[config.mk]
export PLATFORM = sky130hd
export DESIGN_NAME = alu_seq
export DESIGN_NICKNAME = d
export VERILOG_FILES = /design/src/rtl/alu_seq.sv
export SDC_FILE = /design/constraint.sdc
export NUM_CORES = 1
export LEC_CHECK = 0
export CORE_UTILIZATION = 50
export CTS_BUF_LIST = sky130_fd_sc_hd__clkbuf_4 sky130_fd_sc_hd__clkbuf_8
export DETAILED_ROUTE_END_ITERATION = 10
export PLACE_DENSITY = 0.69
export SETUP_SLACK_MARGIN = 0.3
export SYNTH_ARGS = -nofsm -noshare
export SYNTH_HDL_FRONTEND = slang
export SYNTH_SLANG_ARGS = --single-unit
export TNS_END_PERCENT = 1
[constraint.sdc]
create_clock -name clk -period 6 [get_ports clk]
set_input_delay 1.2 -clock clk [delete_from_list [all_inputs] [get_ports clk]]
set_output_delay 1.2 -clock clk [all_outputs]
set_load 0.01 [all_outputs]
[src/rtl/alu_seq.sv]
// Multi-cycle ALU: single-cycle logic/add/shift ops, iterative MUL and DIV.
// Optional carry/overflow/negative outputs when ALU_SEQ_FLAGS_EN is defined.
module alu_seq #(
  parameter int WIDTH   = 32,
  parameter int SHAMT_W = 5,
  parameter int CTRL_W  = 5
) (
  input  logic              clk,
  input  logic              reset,
  input  logic              in_valid,
  output logic              in_ready,
  input  logic [WIDTH-1:0]  operand_a,
  input  logic [WIDTH-1:0]  operand_b,
  input  logic [CTRL_W-1:0] alu_control,
  output logic              out_valid,
  input  logic              out_ready,
  output logic [WIDTH-1:0]  result,
  output logic              zero_flag,
  output logic              div_by_zero
`ifdef ALU_SEQ_FLAGS_EN
  ,
  output logic              carry_flag,
  output logic              overflow_flag,
  output logic              negative_flag
`endif
);

  localparam logic [CTRL_W-1:0] OP_ADD  = CTRL_W'(5'b00001);
  localparam logic [CTRL_W-1:0] OP_SUB  = CTRL_W'(5'b00010);
  localparam logic [CTRL_W-1:0] OP_ADDI = CTRL_W'(5'b00011);
  localparam logic [CTRL_W-1:0] OP_MUL  = CTRL_W'(5'b00100);
  localparam logic [CTRL_W-1:0] OP_DIV  = CTRL_W'(5'b00101);
  localparam logic [CTRL_W-1:0] OP_AND  = CTRL_W'(5'b00110);
  localparam logic [CTRL_W-1:0] OP_OR   = CTRL_W'(5'b00111);
  localparam logic [CTRL_W-1:0] OP_XOR  = CTRL_W'(5'b01000);
  localparam logic [CTRL_W-1:0] OP_XORI = CTRL_W'(5'b01001);
  localparam logic [CTRL_W-1:0] OP_SLL  = CTRL_W'(5'b01010);
  localparam logic [CTRL_W-1:0] OP_SRL  = CTRL_W'(5'b01011);
  localparam logic [CTRL_W-1:0] OP_SRA  = CTRL_W'(5'b01100);
  localparam logic [CTRL_W-1:0] OP_SLT  = CTRL_W'(5'b10100);

  localparam logic [SHAMT_W-1:0] LAST = SHAMT_W'(WIDTH - 1);

  typedef enum logic [1:0] {
    S_IDLE,
    S_MUL,
    S_DIV,
    S_DONE
  } state_t;

  state_t state;

  // Iteration registers: opa is multiplicand / dividend-quotient,
  // opb is multiplier / divisor, acc is product / partial remainder.
  logic [WIDTH-1:0]   acc;
  logic [WIDTH-1:0]   opa;
  logic [WIDTH-1:0]   opb;
  logic [SHAMT_W-1:0] cnt;

  logic [WIDTH-1:0]   sum;
  logic [WIDTH-1:0]   dif;
  logic [SHAMT_W-1:0] shamt;
  logic [WIDTH-1:0]   comb_res;
  logic               is_mul;
  logic               is_div;
  logic               b_zero;

  logic [WIDTH-1:0]   mul_next;
  logic [WIDTH:0]     rem_sh;
  logic [WIDTH:0]     rem_sub;
  logic               rem_ge;
  logic [WIDTH-1:0]   rem_next;
  logic [WIDTH-1:0]   quo_next;
  logic               last;

`ifdef ALU_SEQ_FLAGS_EN
  logic [WIDTH:0]     sum_ext;
  logic [WIDTH:0]     dif_ext;
  logic               comb_carry;
  logic               comb_ovf;
  logic               msb_a;
  logic               msb_b;

  assign sum_ext = {1'b0, operand_a} + {1'b0, operand_b};
  assign dif_ext = {1'b0, operand_a} - {1'b0, operand_b};
  assign sum     = sum_ext[WIDTH-1:0];
  assign dif     = dif_ext[WIDTH-1:0];
  assign msb_a   = operand_a[WIDTH-1];
  assign msb_b   = operand_b[WIDTH-1];

  // Carry/borrow and signed overflow only mean something for add/sub
  always_comb begin
    comb_carry = 1'b0;
    comb_ovf   = 1'b0;
    if (alu_control == OP_ADD || alu_control == OP_ADDI) begin
      comb_carry = sum_ext[WIDTH];
      comb_ovf   = (msb_a == msb_b) && (sum[WIDTH-1] != msb_a);
    end else if (alu_control == OP_SUB) begin
      comb_carry = dif_ext[WIDTH];
      comb_ovf   = (msb_a != msb_b) && (dif[WIDTH-1] != msb_a);
    end
  end
`else
  assign sum = operand_a + operand_b;
  assign dif = operand_a - operand_b;
`endif

  assign shamt  = operand_b[SHAMT_W-1:0];
  assign is_mul = (alu_control == OP_MUL);
  assign is_div = (alu_control == OP_DIV);
  assign b_zero = (operand_b == '0);

  assign in_ready = (state == S_IDLE) && !reset;

  // Single-cycle result; DIV only lands here when the divisor is zero
  always_comb begin
    comb_res = '0;
    unique case (alu_control)
      OP_ADD,
      OP_ADDI: comb_res = sum;
      OP_SUB:  comb_res = dif;
      OP_DIV:  comb_res = '1;
      OP_AND:  comb_res = operand_a & operand_b;
      OP_OR:   comb_res = operand_a | operand_b;
      OP_XOR,
      OP_XORI: comb_res = operand_a ^ operand_b;
      OP_SLL:  comb_res = operand_a << shamt;
      OP_SRL:  comb_res = operand_a >> shamt;
      OP_SRA:  comb_res = $signed(operand_a) >>> shamt;
      OP_SLT:  comb_res = {{(WIDTH-1){1'b0}},
                           $signed(operand_a) < $signed(operand_b)};
      default: comb_res = '0;
    endcase
  end

  // One shift-add step and one restoring-division step per cycle
  always_comb begin
    mul_next = acc + (opb[0] ? opa : '0);
    rem_sh   = {acc, opa[WIDTH-1]};
    rem_sub  = rem_sh - {1'b0, opb};
    rem_ge   = (rem_sh >= {1'b0, opb});
    rem_next = WIDTH'(rem_ge ? rem_sub : rem_sh);
    quo_next = {opa[WIDTH-2:0], rem_ge};
    last     = (cnt == LAST);
  end

  // Control FSM, iterative datapath and registered outputs
  always_ff @(posedge clk) begin
    if (reset) begin
      state       <= S_IDLE;
      result      <= '0;
      zero_flag   <= 1'b0;
      div_by_zero <= 1'b0;
      out_valid   <= 1'b0;
      acc         <= '0;
      opa         <= '0;
      opb         <= '0;
      cnt         <= '0;
`ifdef ALU_SEQ_FLAGS_EN
      carry_flag    <= 1'b0;
      overflow_flag <= 1'b0;
      negative_flag <= 1'b0;
`endif
    end else begin
      unique case (state)
        S_IDLE: begin
          if (in_valid) begin
            div_by_zero <= 1'b0;
            acc         <= '0;
            opa         <= operand_a;
            opb         <= operand_b;
            cnt         <= '0;
            if (is_mul) begin
              state <= S_MUL;
            end else if (is_div && !b_zero) begin
              state <= S_DIV;
            end else begin
              result      <= comb_res;
              zero_flag   <= (comb_res == '0);
              div_by_zero <= is_div;
              out_valid   <= 1'b1;
              state       <= S_DONE;
`ifdef ALU_SEQ_FLAGS_EN
              carry_flag    <= comb_carry;
              overflow_flag <= comb_ovf;
              negative_flag <= comb_res[WIDTH-1];
`endif
            end
          end
        end
        S_MUL: begin
          acc <= mul_next;
          opa <= opa << 1;
          opb <= opb >> 1;
          cnt <= cnt + 1'b1;
          if (last) begin
            result    <= mul_next;
            zero_flag <= (mul_next == '0);
            out_valid <= 1'b1;
            state     <= S_DONE;
`ifdef ALU_SEQ_FLAGS_EN
            carry_flag    <= 1'b0;
            overflow_flag <= 1'b0;
            negative_flag <= mul_next[WIDTH-1];
`endif
          end
        end
        S_DIV: begin
          acc <= rem_next;
          opa <= quo_next;
          cnt <= cnt + 1'b1;
          if (last) begin
            result    <= quo_next;
            zero_flag <= (quo_next == '0);
            out_valid <= 1'b1;
            state     <= S_DONE;
`ifdef ALU_SEQ_FLAGS_EN
            carry_flag    <= 1'b0;
            overflow_flag <= 1'b0;
            negative_flag <= quo_next[WIDTH-1];
`endif
          end
        end
        S_DONE: begin
          if (out_ready) begin
            out_valid <= 1'b0;
            state     <= S_IDLE;
          end
        end
        default: state <= S_IDLE;
      endcase
    end
  end

endmodule

==> results by group <==
Run status
  • Outcome: finished with violations
  • Failing checks: max-capacitance violations

Power and ir drop
  • Proportion of power drawn by combinational gates: between 60% and 70%
  • Reported leakage power: 9.069 nW
  • Net switching share of the total power: 54.88%
  • Share of power burned in the clock network: between 10 and 15%
  • Internal cell power: 3.220 mW
  • Highest ir drop seen on vdd: 562.3 uV
  • Total power divided by cell area: 314.6 nW/um^2
  • Sw power: 3.917 mW
  • Register share of total power: roughly 22%

Logic synthesis
  • Mean instance size in the synthesized netlist: 7.550 um^2
  • Synthesis warning total: 0
  • Synth Flop Type: sky130_fd_sc_hd__dfxtp_1
  • Register bit count reported by yosys: around 140
  • Synthesized netlist cell count: 2688
  • Number of enable-type register cells in the synthesized netlist: 0
  • Sequential element share of the synthesized area: 13.61%
  • Post-Syn Area: around 20000 um^2
  • Syn_nets: 2934
  • Count of unique library cells instantiated by Yosys: 98
  • FFs w/ async S/R, synth: 0%

Clock network
  • Quantity of hold-fixing buffers added after cts: 0
  • Buffer type at the clock tree root: sky130_fd_sc_hd__clkbuf_8
  • Maximum root-to-sink buffer count: 2
  • Total clock buffers created by CTS: 17
  • Count of H-tree levels built during CTS: 4
  • Insertion delay to the later sink of the worst-skew pair: 0.57 ns
  • CTS tree: yes
  • TritonCTS Sinks: 138
  • Clock input transition at the sequential cells of the worst setup and hold paths: 0.09 ns

GRT
  • Number of antenna violations at the first check in global routing: 1
  • Maximum number of pins on one net before global-route repair: 78
  • Global-route total usage across every layer: 48.64%
  • Overall overflow remaining after global route: 0
  • Vias in the first global route: between 20000 and 25000
  • Wire length of the first global-routing pass: 149000 um

Hold path
  • Type of the tightest min-delay check: flop to flop
  • Worst hold path cell count: 2

Setup path
  • Capture instance of the worst register-to-register path: zero_flag
  • Classification of the worst setup path: input pin to flop
  • Peak per-stage delay on the critical path: 1.02 ns
  • Cell type of the slowest stage on the worst timing path: sky130_fd_sc_hd__a221oi_1
  • Buffer and inverter count on the worst path: 2
  • Source of the critical timing path: operand_a[2]
  • CP max FO: 11
  • Reg2reg setup slack: 1.08 ns
  • Crit end category: flop
  • Critical R2R Launch: opb[0]
  • Number of stages on the worst setup path: 14
  • Required time worst endpoint: 6.46 ns
  • Critical Path, Cell by Cell: clkdlybuf4s50_1 > inv_1 > ha_1 > o21ai_0 > o21ai_0 > a21oi_1 > o31a_1 > xnor2_1 > a221oi_1 > and4b_1 > nand4_1 > nor4_2 > nand4b_1 > o31ai_1
  • Cell repeated most along the worst path: sky130_fd_sc_hd__o21ai_0
  • Critical Path AT: 6.20 ns
  • Cell family contributing the most delay on the critical path: compound AO/OA/AOI/OAI gates
  • Sort of element at the start of the critical path: input pin
  • Number of cells traversed by the worst register-to-register path: 13
  • Capturing instance or port of the critical path: zero_flag

STA
  • Final count of pins violating max slew: 0
  • Final worst-path cycle share: 95.75%
  • Minimum clock period: approximately 5.7 ns
  • Setup TNS: 0 ns
  • Final number of hold-violating endpoints: 0
  • Finish-stage setup viols: 0
  • RSZ-0062 raised after global routing: no
  • Worst clock skew: 0.02348 ns
  • Maximum operating frequency: 0.1741 GHz
  • Actual transition at the worst max-transition pin: 1.453 ns
  • Relative max-transition margin: 2.242%

Route
  • Aggregate routed wire length: 102000 um
  • Router iterations before antenna repair: 8
  • DRC violation total after the first TritonRoute iteration: between 3000 and 4000
  • Average vias per placed instance: 7.418
  • DR WL/cell: between 30 and 40 um
  • Remaining antenna violation count after routing: 0
  • Drc violations: 0
  • Total vias in the final route: 24290

Layout
  • Fill count: 3752
  • Share of cells above drive strength 1: a little under an eighth
  • Post-route cell area: 22680 um^2
  • Area added between synthesis and finish: 11.76%
  • Number of nets in the layout: 2981

Floorplanning
  • Initial core utilization: 50.84%
  • Die boundary width: 203.5 um
  • Cell row count: 73
  • Overall die height: 203.5 um
  • Number of primary I/O pins: approximately 110
  • Area of the die: roughly 41000 um^2
  • Placeable core region: ~40000 um^2

Run
  • Max-cap violations: 1

Placement
  • Number of buffer cells added on primary ports: 108
  • Placed cell area: between 20000 and 25000 um^2
  • HPWL Detailed: 79080 um
  • Global placer's final weighted congestion: 1.118
[state kept, by name (all words and copies together) (netlist names)]
register,count
opb,32
out_valid,1
acc,32
state,2
div_by_zero,1
zero_flag,1
cnt,5
result,32
opa,32
[cell usage in the layout, fill, tap and decap left out, types with 18 or more instances in the layout]
master / instances
sky130_fd_sc_hd__a221o_1: 21
sky130_fd_sc_hd__nand4_1: 22
sky130_fd_sc_hd__clkdlybuf4s50_1: 104
sky130_fd_sc_hd__nand2b_1: 27
sky130_fd_sc_hd__buf_4: 129
sky130_fd_sc_hd__o22ai_1: 19
sky130_fd_sc_hd__o21a_1: 18
sky130_fd_sc_hd__nor2_1: 262
sky130_fd_sc_hd__or3_1: 18
sky130_fd_sc_hd__a21oi_1: 212
sky130_fd_sc_hd__mux4_2: 73
sky130_fd_sc_hd__xor2_1: 20
sky130_fd_sc_hd__o221ai_1: 24
sky130_fd_sc_hd__nor4_1: 32
sky130_fd_sc_hd__o31ai_1: 22
sky130_fd_sc_hd__inv_1: 155
sky130_fd_sc_hd__a21o_1: 37
sky130_fd_sc_hd__ha_1: 168
sky130_fd_sc_hd__nor3_1: 86
sky130_fd_sc_hd__a221oi_1: 71
sky130_fd_sc_hd__nand2_1: 182
sky130_fd_sc_hd__o21ai_0: 132
sky130_fd_sc_hd__mux2i_1: 94
sky130_fd_sc_hd__and2_1: 49
sky130_fd_sc_hd__a31oi_1: 22
sky130_fd_sc_hd__nand3_1: 58
sky130_fd_sc_hd__nor2b_1: 26
sky130_fd_sc_hd__a22oi_1: 35
sky130_fd_sc_hd__a211oi_1: 69
sky130_fd_sc_hd__dfxtp_1: 138
sky130_fd_sc_hd__xnor2_1: 42
sky130_fd_sc_hd__o211ai_1: 47
[cells in the mapped netlist (17+ instances only)]
library cell,number,area share (%)
sky130_fd_sc_hd__nor2_1,265,4.9
sky130_fd_sc_hd__a22oi_1,35,1.3
sky130_fd_sc_hd__mux4_2,73,8.1
sky130_fd_sc_hd__xnor2_1,42,1.8
sky130_fd_sc_hd__a31oi_1,22,0.68
sky130_fd_sc_hd__nand2_1,182,3.4
sky130_fd_sc_hd__mux2_2,17,0.94
sky130_fd_sc_hd__xor2_1,20,0.86
sky130_fd_sc_hd__o21a_1,18,0.67
sky130_fd_sc_hd__nand3_1,58,1.4
sky130_fd_sc_hd__and2_1,49,1.5
sky130_fd_sc_hd__nor3_1,86,2.1
sky130_fd_sc_hd__a21o_1,38,1.4
sky130_fd_sc_hd__clkbuf_1,169,3.1
sky130_fd_sc_hd__nor2b_1,26,0.80
sky130_fd_sc_hd__a221o_1,21,1.0
sky130_fd_sc_hd__nand2b_1,27,0.83
sky130_fd_sc_hd__mux2i_1,94,4.6
sky130_fd_sc_hd__dfxtp_1,138,14
sky130_fd_sc_hd__o221ai_1,24,1.0
sky130_fd_sc_hd__buf_2,23,0.57
sky130_fd_sc_hd__o31ai_1,22,0.81
sky130_fd_sc_hd__o211ai_1,47,1.7
sky130_fd_sc_hd__o21ai_0,132,3.3
sky130_fd_sc_hd__a221oi_1,72,3.1
sky130_fd_sc_hd__inv_1,155,2.9
sky130_fd_sc_hd__nor4_1,35,1.1
sky130_fd_sc_hd__a21oi_1,212,5.2
sky130_fd_sc_hd__a211oi_1,70,2.6
sky130_fd_sc_hd__ha_1,169,10
sky130_fd_sc_hd__o22ai_1,19,0.59
sky130_fd_sc_hd__nand4_1,22,0.68
sky130_fd_sc_hd__or3_1,18,0.55
[layer usage]
| metal | global-route usage [%] | wire [um] | up-vias |
|---|---|---|---|
| met3 | 20.77 | 16420 | 385 |
| li1 | - | - | 10310 |
| met4 | 27.39 | 6681 | 0 |
| met5 | 0 | 0 | - |
| met1 | 63.04 | 39060 | 11570 |
| met2 | 66.88 | 39820 | 2032 |
[final cells by class]
| class | count | area (um^2) | area share (%) |
|---|---|---|---|
| multi-input combinational | 2178 | 16120 | 71.07 |
| tap | 525 | 656.9 | 2.896 |
| clock inverter | 15 | 151.4 | 0.6675 |
| sequential | 138 | 2763 | 12.18 |
| inverter | 159 | 596.8 | 2.631 |
| antenna | 2 | 5.005 | 0.02207 |
| clock buffer | 17 | 234.0 | 1.032 |
| timing repair buffer | 241 | 2155 | 9.499 |
[worst min-delay path by stage]
stage / startpoint / end / slack, ns
finish: result[31] / result[31] / 0.46
detailed placement: result[31] / result[31] / 0.45
CTS: result[31] / result[31] / 0.46
global route: result[8] / result[8] / 0.49
floorplan: cnt[4] / cnt[4] / 0.46
global placement: result[8] / result[8] / 0.44
[what timing repair did]
| item | 4_1_cts | 5_1_grt |
|---|---|---|
| setup endpoints to repair | 0 | 1 |
| gates resized for setup | 0 | 3 |
| setup buffers | 0 | 0 |
[power groups by stage]
stage          combinational [mW]  sequential (mW)  clock, mW
5_1_grt                      5.00             1.56      0.856
4_1_cts                      4.54             1.52      0.828
3_5_place_dp                 4.53             1.54          0
2_1_floorplan                2.90             1.43          0
3_3_place_gp                 4.44             1.54          0
6_report                     4.75             1.56      0.826
[through the flow]
step	hold slack (ns)	cells	power, mW	util [%]	setup WS, ns
2_1_floorplan	0.4603	2688	4.339	-	0.9423
3_3_place_gp	0.4435	3241	5.979	55.79	-0.03113
3_5_place_dp	0.4487	3241	6.070	55.79	-0.1410
4_1_cts	0.4615	3273	6.896	56.75	0.4418
5_1_grt	0.4863	3273	7.422	56.81	0.3749
6_report	0.4607	3275	7.136	56.83	0.2548
[worst min-delay path, delay by kind of cell, from the launching register on]
kind,cells,cell delay (ns)
AOI/OAI and AO/OA,1,0.05
and+or+nand+nor,1,0.05
DFF,1,0.32
[cell families (layout without fill, tap and decap cells)]
group	count (synthesis)	after routing	share of synthesized area [%]
adder cells (fa/ha/maj)	173	173	10.81
flip-flops	138	138	13.61
AND/OR/NAND/NOR	850	850	20.34
buffers and inverters	372	432	7.269
XOR/XNOR	62	62	2.676
multiplexers	190	190	14.40
other	0	2	0
AO/OA/AOI/OAI	903	903	30.89
Note: power is estimated with default switching activity, not from simulation.
